File: src/rtl/chunked_cla_adder.sv
// chunked_cla_adder: multi-cycle adder/subtractor, one BLOCK-bit carry-lookahead chunk per cycle
//
// Ports:
//   clk, rst_n            clock (rising edge), asynchronous active-low reset
//   in_valid / in_ready   operand handshake (a, b, c_i, sub sampled on acceptance)
//   a, b                  WIDTH-bit operands
//   c_i                   carry in (ignored when sub=1)
//   sub                   0: a+b+c_i, 1: a-b
//   out_valid / out_ready result handshake
//   s                     WIDTH-bit sum/difference
//   c_o                   carry out of MSB (sub: 1 = no borrow)
//   ovf                   signed overflow
//   p, g                  group propagate / generate over the effective operands
module chunked_cla_adder #(
    parameter int WIDTH = 64,
    parameter int BLOCK = 16
) (
    input  logic             clk,
    input  logic             rst_n,
    input  logic             in_valid,
    output logic             in_ready,
    input  logic [WIDTH-1:0] a,
    input  logic [WIDTH-1:0] b,
    input  logic             c_i,
    input  logic             sub,
    output logic             out_valid,
    input  logic             out_ready,
    output logic [WIDTH-1:0] s,
    output logic             c_o,
    output logic             ovf,
    output logic             p,
    output logic             g
);
    localparam int NBLK = WIDTH / BLOCK;
    localparam int CW = NBLK > 1 ? $clog2(NBLK) : 1;

    if (BLOCK < 1 || WIDTH < BLOCK || WIDTH % BLOCK != 0) begin : g_bad_params
        $fatal(1, "chunked_cla_adder: WIDTH must be a non-zero multiple of BLOCK");
    end

    typedef enum logic [1:0] {IDLE, CALC, DONE} state_t;

    state_t           state, nxt;
    logic             live;
    logic [WIDTH-1:0] a_r, b_r;
    logic [CW-1:0]    cnt;
    logic [BLOCK-1:0] ca, cb, sum;
    logic [BLOCK:0]   c, gc;
    logic             last, accept;
    int               base;

    // c_o, g and p double as the running carry, the zero-carry-in carry and the
    // propagate accumulator; they only settle to their final meaning in DONE.
    always_comb begin
        base   = int'(cnt) * BLOCK;
        ca     = a_r[base +: BLOCK];
        cb     = b_r[base +: BLOCK];
        c      = '0;
        gc     = '0;
        sum    = '0;
        c[0]   = c_o;
        gc[0]  = g;
        for (int j = 0; j < BLOCK; j++) begin
            c[j+1]  = (ca[j] & cb[j]) | ((ca[j] | cb[j]) & c[j]);
            gc[j+1] = (ca[j] & cb[j]) | ((ca[j] | cb[j]) & gc[j]);
            sum[j]  = ca[j] ^ cb[j] ^ c[j];
        end
    end

    always_comb begin
        in_ready  = live && state == IDLE;
        out_valid = state == DONE;
        last      = cnt == CW'(NBLK - 1);
        accept    = in_valid && in_ready;
        nxt       = state;
        case (state)
            IDLE:    nxt = accept ? CALC : IDLE;
            CALC:    nxt = last ? DONE : CALC;
            DONE:    nxt = out_ready ? IDLE : DONE;
            default: nxt = IDLE;
        endcase
    end

    always_ff @(posedge clk or negedge rst_n) begin
        if (!rst_n) begin
            state <= IDLE;
            live  <= 1'b0;
            a_r   <= '0;
            b_r   <= '0;
            cnt   <= '0;
            s     <= '0;
            c_o   <= 1'b0;
            ovf   <= 1'b0;
            p     <= 1'b0;
            g     <= 1'b0;
        end else begin
            state <= nxt;
            live  <= 1'b1;
            if (accept) begin
                a_r <= a;
                b_r <= sub ? ~b : b;
                c_o <= sub | c_i;
                g   <= 1'b0;
                p   <= 1'b1;
                cnt <= '0;
            end else if (state == CALC) begin
                s[base +: BLOCK] <= sum;
                c_o <= c[BLOCK];
                g   <= gc[BLOCK];
                p   <= p & (&(ca | cb));
                cnt <= last ? '0 : cnt + CW'(1);
                if (last) ovf <= c[BLOCK] ^ c[BLOCK-1];
            end
        end
    end
endmodule

File: config.mk
export PLATFORM = sky130hd
export DESIGN_NAME = chunked_cla_adder
export DESIGN_NICKNAME = d
export VERILOG_FILES = /design/src/rtl/chunked_cla_adder.sv
export SDC_FILE = /design/constraint.sdc
export NUM_CORES = 1
export LEC_CHECK = 0
export ABC_CLOCK_PERIOD_IN_PS = 6550
export BUFFER_PORTS_ARGS = -buffer_cell sky130_fd_sc_hd__buf_2
export CAP_MARGIN = 20
export CELL_PAD_IN_SITES_DETAIL_PLACEMENT = 2
export CELL_PAD_IN_SITES_GLOBAL_PLACEMENT = 2
export CORE_AREA = 2 2 176 178
export DETAILED_ROUTE_END_ITERATION = 10
export DIE_AREA = 0 0 178 180
export PLACE_DENSITY_LB_ADDON = 0.08
export SYNTH_ARGS = -nofsm -noshare
export SYNTH_HDL_FRONTEND = slang
export SYNTH_SLANG_ARGS = --single-unit
File: constraint.sdc
create_clock -name clk -period 6.55 [get_ports clk]
set_clock_uncertainty 0.15 [all_clocks]
set_input_delay 0.3275 -clock clk [delete_from_list [all_inputs] [get_ports clk]]
set_output_delay 0.3275 -clock clk [all_outputs]
set_load 0.01 [all_outputs]
-- After elaboration in Yosys (flattened, before gate mapping)
Index checks and enable logic that the tools add are counted.
- equality and inequality tests: 3
- shifts and indexed selects: 4
- bitwise gates (word level): 134
- $lt $le $gt $ge: 0
- add/sub/neg operators: 2
- $mul: 0
- reduce and logical (&&, ||, !) cells: 7
- div/mod/pow operators: 0
- muxes and demuxes: 15
- operators by type and width (cell ; number):
    64-bit by 7-bit variable part select with 16-bit output ; 2
    64-bit bitwise mux ; 1
    64-bit two-way mux ; 1
    64-bit NOT ; 1
    16-bit by 33-bit variable shift with 64-bit output, first input constant ; 1
    16-bit by 33-bit variable part select with 64-bit output ; 1
    1-bit AND ; 49
    1-bit OR ; 49
    6-bit negation with 33-bit output ; 1
    1-bit bitwise XOR ; 33
    16-bit OR ; 1
    16-bit AND reduction ; 1
    2-bit two-way mux ; 5
    1-bit two-way mux ; 7
    2-bit one-hot mux with 3 select lines ; 1
    2-bit == test, second input constant ; 2
    3-bit AND reduction ; 1
    2-bit by 1-bit adder with 2-bit output, second input constant ; 1
    2-bit by 1-bit == test with 1-bit output, second input constant ; 1
    1-bit logical AND ; 2
    2-bit zero test ; 1
    2-bit AND reduction ; 1
    2-bit nonzero test ; 1
    1-bit NOT ; 1
- bits in latches: 0
- bits in registers: 201
- word-level logic and storage cells: 175
- input bits: 134
- RAM bits: 0
- memories kept: 0
- bits in read-only memories: 0

-- Logic depth before layout (Yosys ltp)
Gate-level depths: netlist of the first run.
- word-level depth: 36
- mapped depth: 27
- depth with buffers taken out: 25

-- Worst setup path before layout of the first run
No wires, ideal clock.
- path kind: register to register
- from: reg cnt[0]
- to: reg s[15]
- cell stages (with the launch flop): 27
- required time: 6.279 ns
- setup slack: -0.489 ns
- period minus slack after synthesis: 7.039 ns
- arrival time: 6.768 ns
- buffers on the path: 2
- path through: dfrtp_1 > buf_2 > buf_2 > mux4_2 > fa_1 > inv_1 > fa_1 > fa_1 > fa_1 > fa_1 > fa_1 > fa_1 > inv_1 > fa_1 > fa_1 > inv_1 > fa_1 > fa_1 > fa_1 > inv_1 > fa_1 > inv_1 > fa_1 > inv_1 > fa_1 > fa_1 > a22o_1
- cells in the longest elaborated chain, start to end: 35
- elaborated cells between the ends (all ways): 98
- RTL lines (item ; line ; source):
    from (decl) ; 46 ; logic [CW-1:0] cnt;
    from (signal assigned) ; 111 ; cnt <= last ? '0 : cnt + CW'(1);
    64-bit by 7-bit variable part select with 16-bit output, on equally long branches ; 56, 57 ;
    1-bit OR ; 64 ; c[j+1] = (ca[j] & cb[j]) | ((ca[j] | cb[j]) & c[j]);
    1-bit AND ; 64 ;
    1-bit OR ; 64 ;
    1-bit AND ; 64 ;
    1-bit OR ; 64 ;
    1-bit AND ; 64 ;
    1-bit OR ; 64 ;
    [19 not listed] ; -- ;
    1-bit OR ; 64 ;
    1-bit AND ; 64 ;
    1-bit OR ; 64 ;
    1-bit AND ; 64 ;
    1-bit OR ; 64 ;
    1-bit bitwise XOR ; 66 ; sum[j] = ca[j] ^ cb[j] ^ c[j];
    16-bit by 33-bit variable part select with 64-bit output ; 107 ; s[base +: BLOCK] <= sum;
    64-bit bitwise mux * ; 107 ;
    to (signal, indexed assignment) ; 107 ;
    to (decl) ; 28 ; output logic [WIDTH-1:0] s,
Every way passes the cells marked *; elsewhere a longest branch is shown, timed or not.
A chain may end at the register's enable or synchronous reset.

-- Worst setup path after layout of the first run
Ends and elaborated chain as after synthesis.

==> results.yml, run 1 <==
floorplanning:
  die-area_sq_um: 32000
  die_h_microns: 180
  coreArea_sq_um: 30200
  boundaryPins: 204
  start_util_pct: 32.4
  die_w_microns: 178
  core.rowCount: 64
yosys:
  synth_cells: 804
  synth_top_family_by_area: "multiplexers"
  synth-edff-count: 0
  synth-adder-area-share_pct: 8.15
  synthTopCellsByArea: "dfrtp_1 51%, mux2_2 7.5%, mux4_2 7.4%"
  synth-simple-area-share_pct: 6.45
  synth.cells.most_frequent: "201 x dfrtp_1, 73 x nor2_1, 71 x a21oi_1"
  syn_area_sq_um: 9770
  async_flop_share_pct: 100
  ys_warn_count: 0
  synth-compound-area-share_pct: 9.21
  syn_avg_cell_area_sq_um: 12.2
  synthFlopType: "dfrtp_1"
  yosysMostFrequentCell: "dfrtp_1"
  yosysUniqueCellTypes: 40
  yosysTopAreaCell: "dfrtp_1"
  synth_xor_area_share_pct: 5.83
  yosysSeqAreaShare_pct: 51.5
  synth.area.mux_share_pct: 14.9
  yosys.area.top_type_share_pct: 51.5
  syn_nets: 992
  ys_seq_elements: 201
sta:
  setup_slack_ns: -0.103
  hold_viol: 0
  rsz0062_at_grt: "true"
  finalSetupTns_ns: -0.391
  worst_pin_slew_ns: 1.13
  period_share_pct: 102
  post-route-min-period_ns: 6.65
  maxSlewHeadroom_pct: 24.9
  final_max_slew_viol_count: 0
  setup_viol: 4
  timing.hold.ws_ns: 0.00224
  maxClockFrequency_mhz: 150
drt:
  drt_iter0_markers: 267
  drc: 0
  ant_nets: 0
  via_per_inst: 4.74
  dr.pass1.iters: 4
  vias: 7274
  post_drt_wl_per_cell_microns: 20.4
  wl_microns: 31300
pwr:
  peakVddDrop_mv: 0.354
  p_leak_uw: 0.00608
  power_density_nw_per_um2: 567
  total_power_uw: 7520
hold_path:
  hold_class: "in -> reg"
finish:
  final_core_util_pct: 43.9
  nets: 1310
  antenna_cells: 0
  fillers: 3141
  syn_to_final_growth_pct: 35.7
  instances_no_fill: 1535
  drive_above_1_share_pct: 35.0
cts:
  clockBufferDepth: 3
  cts_made_buffers: 24
  clk_latency_ns: 0.52
  cts_tree: "done"
  ctsRootBufferMaster: "clkbuf_16"
  cts.htree.levels: 1
  clock_sinks: 201
  clkTransAtPathRegs_ns: 0.06
global_routing:
  gr-total-overflow: 0
  grt_pass1_vias: 8345
  grt_max_degree: 190
  grt.total_usage_pct: 20.1
  grt_pass1_wl_microns: 49300
  antenna_found_initial: 0
placement:
  dp.cells: 1377
  io_buffers: 203
  place_hpwl_microns: 21300
  place_congestion: 0.733
flow_run:
  drv_cap: 0
setup_path:
  cp.arrival_ns: 6.91
  required_ns: 6.80
  endpoint_kind: "register"
  reg2reg_slack_ns: -0.10
  worst_setup_path_start_kind: "register"
  crit_fanout: 5
  crit_type: "reg -> reg"
run_status:
  status: "finished with violations"
  violations: "setup timing"
==> registers in the layout, summed over array words and instances (netlist names), 2 cells and up <==
signal / flops
a_r: 64
b_r: 64
s: 64
cnt: 2
state: 2
==> path summary, 6_finish.rpt <==
check | startpoint | endpoint | depth (start not counted)
max in group asynchronous | rst_n | cnt[0] | 3
worst min register to register | s[3] | s[3] | 2
worst max-delay path | cnt[0] | s[15] | 24
worst max register to register | cnt[0] | s[15] | 24
worst min-delay path | b[59] | b_r[59] | 3
min in group asynchronous | rst_n | s[23] | 2
==> routing by layer <==
| layer | routed length, microns | up-vias | track usage (%) |
|---|---|---|---|
| li1 | - | 3384 | - |
| met5 | 0 | - | 0 |
| met4 | 568 | 0 | 3.97 |
| met2 | 16500 | 149 | 36.5 |
| met1 | 13100 | 3707 | 25.4 |
| met3 | 1100 | 34 | 2.60 |
==> timing repair <==
item / in CTS / in global routing
endpoints found under the hold margin: 208 / 0
pin swaps: 1 / 2
gates resized for setup: 5 / 2
setup endpoints to repair: 5 / 10
hold buffers: 113 / 0
buffers inserted: 1 / 1
==> placed cells by master, fill, tap and decap left out, types with 3 or more instances in the layout <==
cell type	synthesis	routed
nand2b_1	3	3
ha_1	38	38
mux2_2	65	65
fa_2	0	16
inv_2	0	6
or3_1	3	3
nand2_1	46	46
dfrtp_1	201	199
buf_2	28	201
nor2_1	73	73
a21oi_1	71	71
xnor2_1	65	64
a22o_1	26	26
o21ai_2	10	10
clkbuf_16	0	25
inv_1	48	42
clkbuf_1	13	6
nor3_1	4	3
nor4_1	3	3
buf_4	2	19
clkbuf_8	0	7
mux4_2	32	32
o21ai_0	33	32
dlygate4sd3_1	0	113
==> worst max-delay path, cell delays in order, from the launching register on <==
cell	delay (ns)
dfrtp_2	0.46
mux4_2	0.40
fa_2	0.21
inv_2	0.04
fa_2	0.34
fa_2	0.37
fa_2	0.35
fa_2	0.35
fa_2	0.36
fa_2	0.35
inv_2	0.07
fa_2	0.21
fa_2	0.20
inv_2	0.04
fa_2	0.34
fa_2	0.36
fa_2	0.34
inv_2	0.06
fa_2	0.18
inv_2	0.04
fa_2	0.34
inv_2	0.07
fa_2	0.23
fa_2	0.47
a22o_1	0.22
==> power by group <==
group	total (uW)	internal, uW	switching, uW
combinational	4040	1750	2290
clock	1380	843	537
sequential	2090	1760	335
==> cells by family (layout without fill, tap and decap cells) <==
group / count (synthesis) / count (layout)
buf+inv: 92 / 427
mux: 97 / 97
compound gates: 148 / 148
simple gates: 146 / 146
other cells: 1 / 1
fa+ha+maj: 54 / 54
xor+xnor: 65 / 65
flops: 201 / 201
==> metrics by stage <==
stage	setup WS, ns	cell area (sq um)
final	-0.103	13300
after floorplan	-0.0564	9840
after global placement	-0.0972	11300
after global routing	-0.313	13300
after detailed placement	-0.181	11300
after CTS	-0.160	13200
==> area by class of cell <==
class / count / area [sq um] / area share, %
inverters: 48 / 180 / 1.36
flip-flops and latches: 201 / 5030 / 38.0
clock buffers: 37 / 731 / 5.51
well taps: 396 / 495 / 3.74
repair buffers: 336 / 2320 / 17.5
multi-input cells: 511 / 4400 / 33.2
clock inverters: 6 / 85.1 / 0.642
Note: power is estimated with default switching activity, not from simulation.
==> inputs of run 2 (changes only) <==
--- a/config.mk
+++ b/config.mk
@@ -10,10 +10,12 @@
 export CAP_MARGIN = 20
 export CELL_PAD_IN_SITES_DETAIL_PLACEMENT = 2
 export CELL_PAD_IN_SITES_GLOBAL_PLACEMENT = 2
-export CORE_AREA = 2 2 176 178
+export CORE_AREA = 2 2 173 175
+export CTS_BUF_LIST = sky130_fd_sc_hd__clkbuf_4 sky130_fd_sc_hd__clkbuf_8
 export DETAILED_ROUTE_END_ITERATION = 10
-export DIE_AREA = 0 0 178 180
+export DIE_AREA = 0 0 175 177
 export PLACE_DENSITY_LB_ADDON = 0.08
+export RECOVER_POWER = 50
 export SYNTH_ARGS = -nofsm -noshare
 export SYNTH_HDL_FRONTEND = slang
 export SYNTH_SLANG_ARGS = --single-unit
==> results.yml, run 2 (synthesized netlist as in run 1, its figures left out) <==
run_status:
  status: "finished with violations"
  violations: "capacitance limit, slew limit, setup timing"
drt:
  wl_microns: 32200
  post_drt_wl_per_cell_microns: 20.6
  dr.pass1.iters: 4
  via_per_inst: 4.79
  drc: 0
  vias: 7502
  ant_nets: 0
  drt_iter0_markers: 289
pwr:
  clkPwrFrac_pct: 17.6
  power_density_nw_per_um2: 552
  internal_power_uw: 4220
  p_leak_uw: 0.00588
  total_power_uw: 7330
  combPwrFrac_pct: 54.0
  pwr-share-seq_pct: 28.5
  peakVddDrop_mv: 0.359
  switchingPower_uw: 3110
  p_sw_share_pct: 42.4
flow_run:
  drv_cap: 1
finish:
  design_area_sq_um: 13300
  nets: 1339
  fillers: 3015
  final_cell_mix: "199 x dfrtp_1, 134 x buf_2, 128 x dlygate4sd3_1"
  top_regs: "a_r x64, b_r x64, s x64"
  drive_above_1_share_pct: 30.6
  instances_no_fill: 1567
  syn_to_final_growth_pct: 35.8
  final_common_cell: "dfrtp_1"
  antenna_cells: 0
setup_path:
  endpoint_kind: "register"
  reg2reg_slack_ns: -0.03
  required_ns: 6.81
  crit_fanout: 4
  rr_worst_depth: 24
  slowest_stage: "fa_2"
  worst_setup_path_start_kind: "register"
  cp.arrival_ns: 6.85
  cpPeakStageDelay_ns: 0.46
  crit_type: "reg -> reg"
  r2r-end: "s[63]"
  cpMostUsedCell: "fa_2"
  path_cells: "mux4_2, fa_2, inv_2, fa_2, fa_2, fa_2, fa_2, fa_2, fa_2, inv_2, fa_2, fa_2, inv_2, fa_2, fa_2, fa_2, inv_2, fa_2, inv_2, fa_2, inv_2, fa_2, fa_2, a22o_1"
  r2r-start: "cnt[0]"
placement:
  place_congestion: 0.743
  place_hpwl_microns: 21100
  io_buffers: 203
  placed_area_sq_um: 11300
  place_ws_ns: -0.0759
  dp.cells: 1371
floorplanning:
  boundaryPins: 204
  die_h_microns: 177
  start_util_pct: 33.4
  die_w_microns: 175
  die-area_sq_um: 31000
  coreArea_sq_um: 29200
  core.rowCount: 63
hold_path:
  holdPathStages: 3
  hold_class: "in -> reg"
  hp-start: "b[32]"
  holdPathEnd: "b_r[32]"
global_routing:
  met3_usage_pct: 3.33
  top_usage_layer: "met2"
  grt_pass1_wl_microns: 50900
  grt_max_degree: 106
  grt.total_usage_pct: 21.5
  gr-total-overflow: 0
  grt_pass1_vias: 8756
  use_met1_pct: 26.3
  use_met2_pct: 39.4
  antenna_found_initial: 0
sta:
  setup_viol: 4
  period_share_pct: 101
  final_max_slew_viol_count: 93
  maxClockFrequency_mhz: 152
  maxSlewHeadroom_pct: -248
  setup_slack_ns: -0.0348
  post-route-min-period_ns: 6.58
  hold_viol: 0
  worst_pin_slew_ns: 5.22
  timing.hold.ws_ns: 0.0181
  rsz0062_at_grt: "true"
cts:
  cts_tree: "done"
  cts_made_buffers: 39
  clockBufferDepth: 3
  clock_sinks: 201
  clk_latency_ns: 0.53
  cts.htree.levels: 2
  clkTransAtPathRegs_ns: 0.06
  ctsRootBufferMaster: "clkbuf_8"
run 2: cell types whose count changed in the layout (fill, tap and decap cells not counted), moves of 2 or more:
cell | before | now
buf_2 | 201 | 134
clkbuf_1 | 6 | 68
clkbuf_8 | 7 | 48
clkbuf_16 | 25 | 0
clkbuf_4 | 0 | 15
dlygate4sd3_1 | 113 | 128
bufinv_16 | 2 | 0
run 2: repair_timing:
action                                  4_1_cts  5_1_grt
buffers inserted                              1        0
pin swaps                                     5        3
hold buffers                                128        0
gates resized for setup                       4        3
cloned                                        0        0
endpoints found under the hold margin       217        0
endpoints found under the setup margin        4        9
run 2: area by class of cell:
type / instances / area (sq um) / share of cell area (%)
clock inverter: 4 / 26.3 / 0.198
timing repair buffer: 350 / 2360 / 17.8
clock buffer: 63 / 773 / 5.83
multi-input combinational: 511 / 4400 / 33.2
sequential: 201 / 5030 / 37.9
inverter: 48 / 180 / 1.36
tap: 390 / 488 / 3.68
run 2: critical path, delay by kind of cell, from the launching register on:
kind,cells,cell delay [ns]
AO/OA/AOI/OAI,1,0.21
adder cells (fa/ha/maj),16,4.95
buffers and inverters,6,0.31
flip-flops,1,0.45
multiplexers,1,0.38
run 2: through the flow:
stage / setup TNS [ns] / utilization (%)
after detailed placement: -0.295 / 38.5
after floorplan: -0.226 / -
after global placement: -0.176 / 38.5
after global routing: -1.16 / 45.4
after CTS: -0.236 / 45.6
final: -0.0977 / 45.4
run 2: power groups by stage:
stage	sequential (uW)	combinational, uW	clock [uW]
after floorplan	2010	2460	0
after global placement	2070	3830	0
final	2080	3960	1290
after detailed placement	2100	3920	0
after CTS	2080	4040	1330
after global routing	2160	4400	1380
run 2: worst max path at each step:
stage | startpoint | end | slack (ns) | depth (start not counted)
floorplan | cnt[0] | s[15] | -0.06 | 26
CTS | cnt[0] | s[31] | -0.06 | 24
global route | cnt[0] | s[47] | -0.26 | 24
detailed placement | cnt[0] | s[31] | -0.08 | 24
finish | cnt[0] | s[63] | -0.03 | 24
global placement | cnt[0] | s[15] | -0.04 | 24
run 2: routing by layer:
layer	share of wire (%)	up-vias
met3	3.9	49
met2	52	193
met1	42	3817
li1	-	3443
met4	2.1	0
met5	0	-
==> inputs of run 3 (changes only) <==
--- a/config.mk
+++ b/config.mk
@@ -5,15 +5,16 @@
 export SDC_FILE = /design/constraint.sdc
 export NUM_CORES = 1
 export LEC_CHECK = 0
-export ABC_CLOCK_PERIOD_IN_PS = 6550
+export ABC_CLOCK_PERIOD_IN_PS = 8050
 export BUFFER_PORTS_ARGS = -buffer_cell sky130_fd_sc_hd__buf_2
 export CAP_MARGIN = 20
 export CELL_PAD_IN_SITES_DETAIL_PLACEMENT = 2
 export CELL_PAD_IN_SITES_GLOBAL_PLACEMENT = 2
-export CORE_AREA = 2 2 173 175
+export CORE_AREA = 2 2 164 166
 export CTS_BUF_LIST = sky130_fd_sc_hd__clkbuf_4 sky130_fd_sc_hd__clkbuf_8
 export DETAILED_ROUTE_END_ITERATION = 10
-export DIE_AREA = 0 0 175 177
+export DIE_AREA = 0 0 166 168
+export GPL_TIMING_DRIVEN = 0
 export PLACE_DENSITY_LB_ADDON = 0.08
 export RECOVER_POWER = 50
 export SYNTH_ARGS = -nofsm -noshare
==> constraint.sdc (replaced) <==
create_clock -name clk -period 8.05 [get_ports clk]
set_clock_uncertainty 0.15 [all_clocks]
set_input_delay 0.4025 -clock clk [delete_from_list [all_inputs] [get_ports clk]]
set_output_delay 0.4025 -clock clk [all_outputs]
set_load 0.01 [all_outputs]
==> results.yml, run 3 (synthesized netlist as in run 1, its figures left out) <==
finish:
  fillers: 2769
  final_core_util_pct: 47.9
  drive_above_1_share_pct: 30.0
  nets: 1305
  top_regs: "a_r x64, b_r x64, s x64"
  syn_to_final_growth_pct: 29.1
  final_cell_mix: "201 x dfrtp_1, 159 x buf_2, 81 x clkbuf_1"
  final_common_cell: "dfrtp_1"
sta:
  maxClockFrequency_mhz: 129
  final_max_slew_viol_count: 98
  maxSlewHeadroom_pct: -265
  post-route-min-period_ns: 7.77
  period_share_pct: 96.5
  worst_pin_slew_ns: 5.47
  setup_slack_ns: 0.280
  setup_viol: 0
  rsz0062_at_grt: "false"
  hold_viol: 0
global_routing:
  grt_max_degree: 106
  antenna_found_initial: 1
  grt_pass1_wl_microns: 53100
  grt.total_usage_pct: 25.3
  gr-total-overflow: 0
  grt_pass1_vias: 8707
setup_path:
  worst_setup_path_start_kind: "register"
  cpPeakStageDelay_ns: 0.52
  endpoint_kind: "register"
  crit_fanout: 10
  crit_type: "reg -> reg"
  cp.arrival_ns: 8.04
  required_ns: 8.32
  cpMostUsedCell: "fa_1"
  rr_worst_depth: 26
  slowest_stage: "fa_1"
cts:
  clk_latency_ns: 0.55
  clkTransAtPathRegs_ns: 0.06
  clockBufferDepth: 3
  cts_made_buffers: 38
  clock_sinks: 201
  cts.htree.levels: 2
  ctsRootBufferMaster: "clkbuf_8"
  cts_tree: "done"
pwr:
  power_density_nw_per_um2: 468
  internal_power_uw: 3240
  p_sw_share_pct: 45.1
  p_leak_uw: 0.00570
  clkPwrFrac_pct: 17.4
  peakVddDrop_mv: 0.275
  switchingPower_uw: 2660
  pwr-share-seq_pct: 28.8
  combPwrFrac_pct: 53.8
drt:
  drt_iter0_markers: 339
  post_drt_wl_per_cell_microns: 23.5
  drc: 0
  ant_nets: 0
  dr.pass1.iters: 4
  vias: 7550
  wl_microns: 34800
  via_per_inst: 5.10
run_status:
  status: "finished with violations"
  violations: "capacitance limit, slew limit"
floorplanning:
  die_w_microns: 166
  coreArea_sq_um: 26400
  boundaryPins: 204
  core.rowCount: 60
  start_util_pct: 37.1
  die-area_sq_um: 27900
  die_h_microns: 168
hold_path:
  holdPathStages: 3
  hold_class: "in -> reg"
flow_run:
  drv_cap: 1
placement:
  place_hpwl_microns: 23000
  io_buffers: 203
  place_congestion: 0.765
  place_ws_ns: -0.422
==> run 3: timing repair <==
| item | 4_1_cts | 5_1_grt |
|---|---|---|
| pin swaps | 0 | 0 |
| endpoints found under the setup margin | 10 | 10 |
| hold buffers | 69 | 0 |
| hold endpoints to repair | 164 | 0 |
| gates resized for setup | 5 | 7 |
| buffers inserted | 0 | 0 |
==> run 3: layout make-up <==
cell class	instances	area, sq um	area share, %
clock buffers	58	704	5.58
well taps	341	427	3.38
flip-flops and latches	201	5030	39.9
inverters	48	180	1.43
clock inverters	3	42.5	0.337
repair buffers	273	1650	13.1
multi-input cells	511	4350	34.5
plain buffers	44	228	1.81
diodes	1	2.50	0.0198
==> run 3: worst paths after layout <==
path | from | endpoint | slack (ns)
hold reg to reg | s[2] | s[2] | 0.33
hold / removal | b[48] | b_r[48] | 0.02
max in group asynchronous | rst_n | a_r[51] | 2.40
setup reg to reg | cnt[1] | s[15] | 0.28
min in group asynchronous | rst_n | s[16] | 2.27
setup / recovery | cnt[1] | s[15] | 0.28
==> run 3: metal layers <==
metal	track usage (%)	share of wire [%]	up-vias
li1	-	-	3370
met1	30.7	40	3888
met2	46.0	52	220
met3	3.34	3.7	72
met4	9.79	3.7	0
met5	0	0	-
==> run 3: through the flow <==
stage | setup TNS [ns] | instance area [sq um] | cells | hold WS, ns | power (uW)
finish | 0 | 12600 | 1480 | 0.0173 | 5910
global route | 0 | 12600 | 1480 | 0.0167 | 6300
CTS | 0 | 12700 | 1479 | 0.00224 | 5900
detailed placement | -2.66 | 11200 | 1349 | 0.316 | 4820
global placement | -1.80 | 11200 | 1348 | 0.307 | 4700
floorplan | 0 | 9770 | 804 | -0.0431 | 3530
==> run 3: worst max-delay path: cells and delay by family (launching register included) <==
family / cells / cell delay [ns]
AOI/OAI and AO/OA: 1 / 0.25
adders and majority gates: 16 / 5.43
DFF: 1 / 0.42
buffers and inverters: 8 / 1.04
muxes: 1 / 0.33
==> run 3: power groups by stage <==
stage	clock network [uW]	registers [uW]	logic, uW
final	1030	1700	3180
after floorplan	0	1640	1890
after global placement	0	1670	3030
after detailed placement	0	1700	3130
after CTS	1040	1680	3170
after global routing	1090	1750	3450
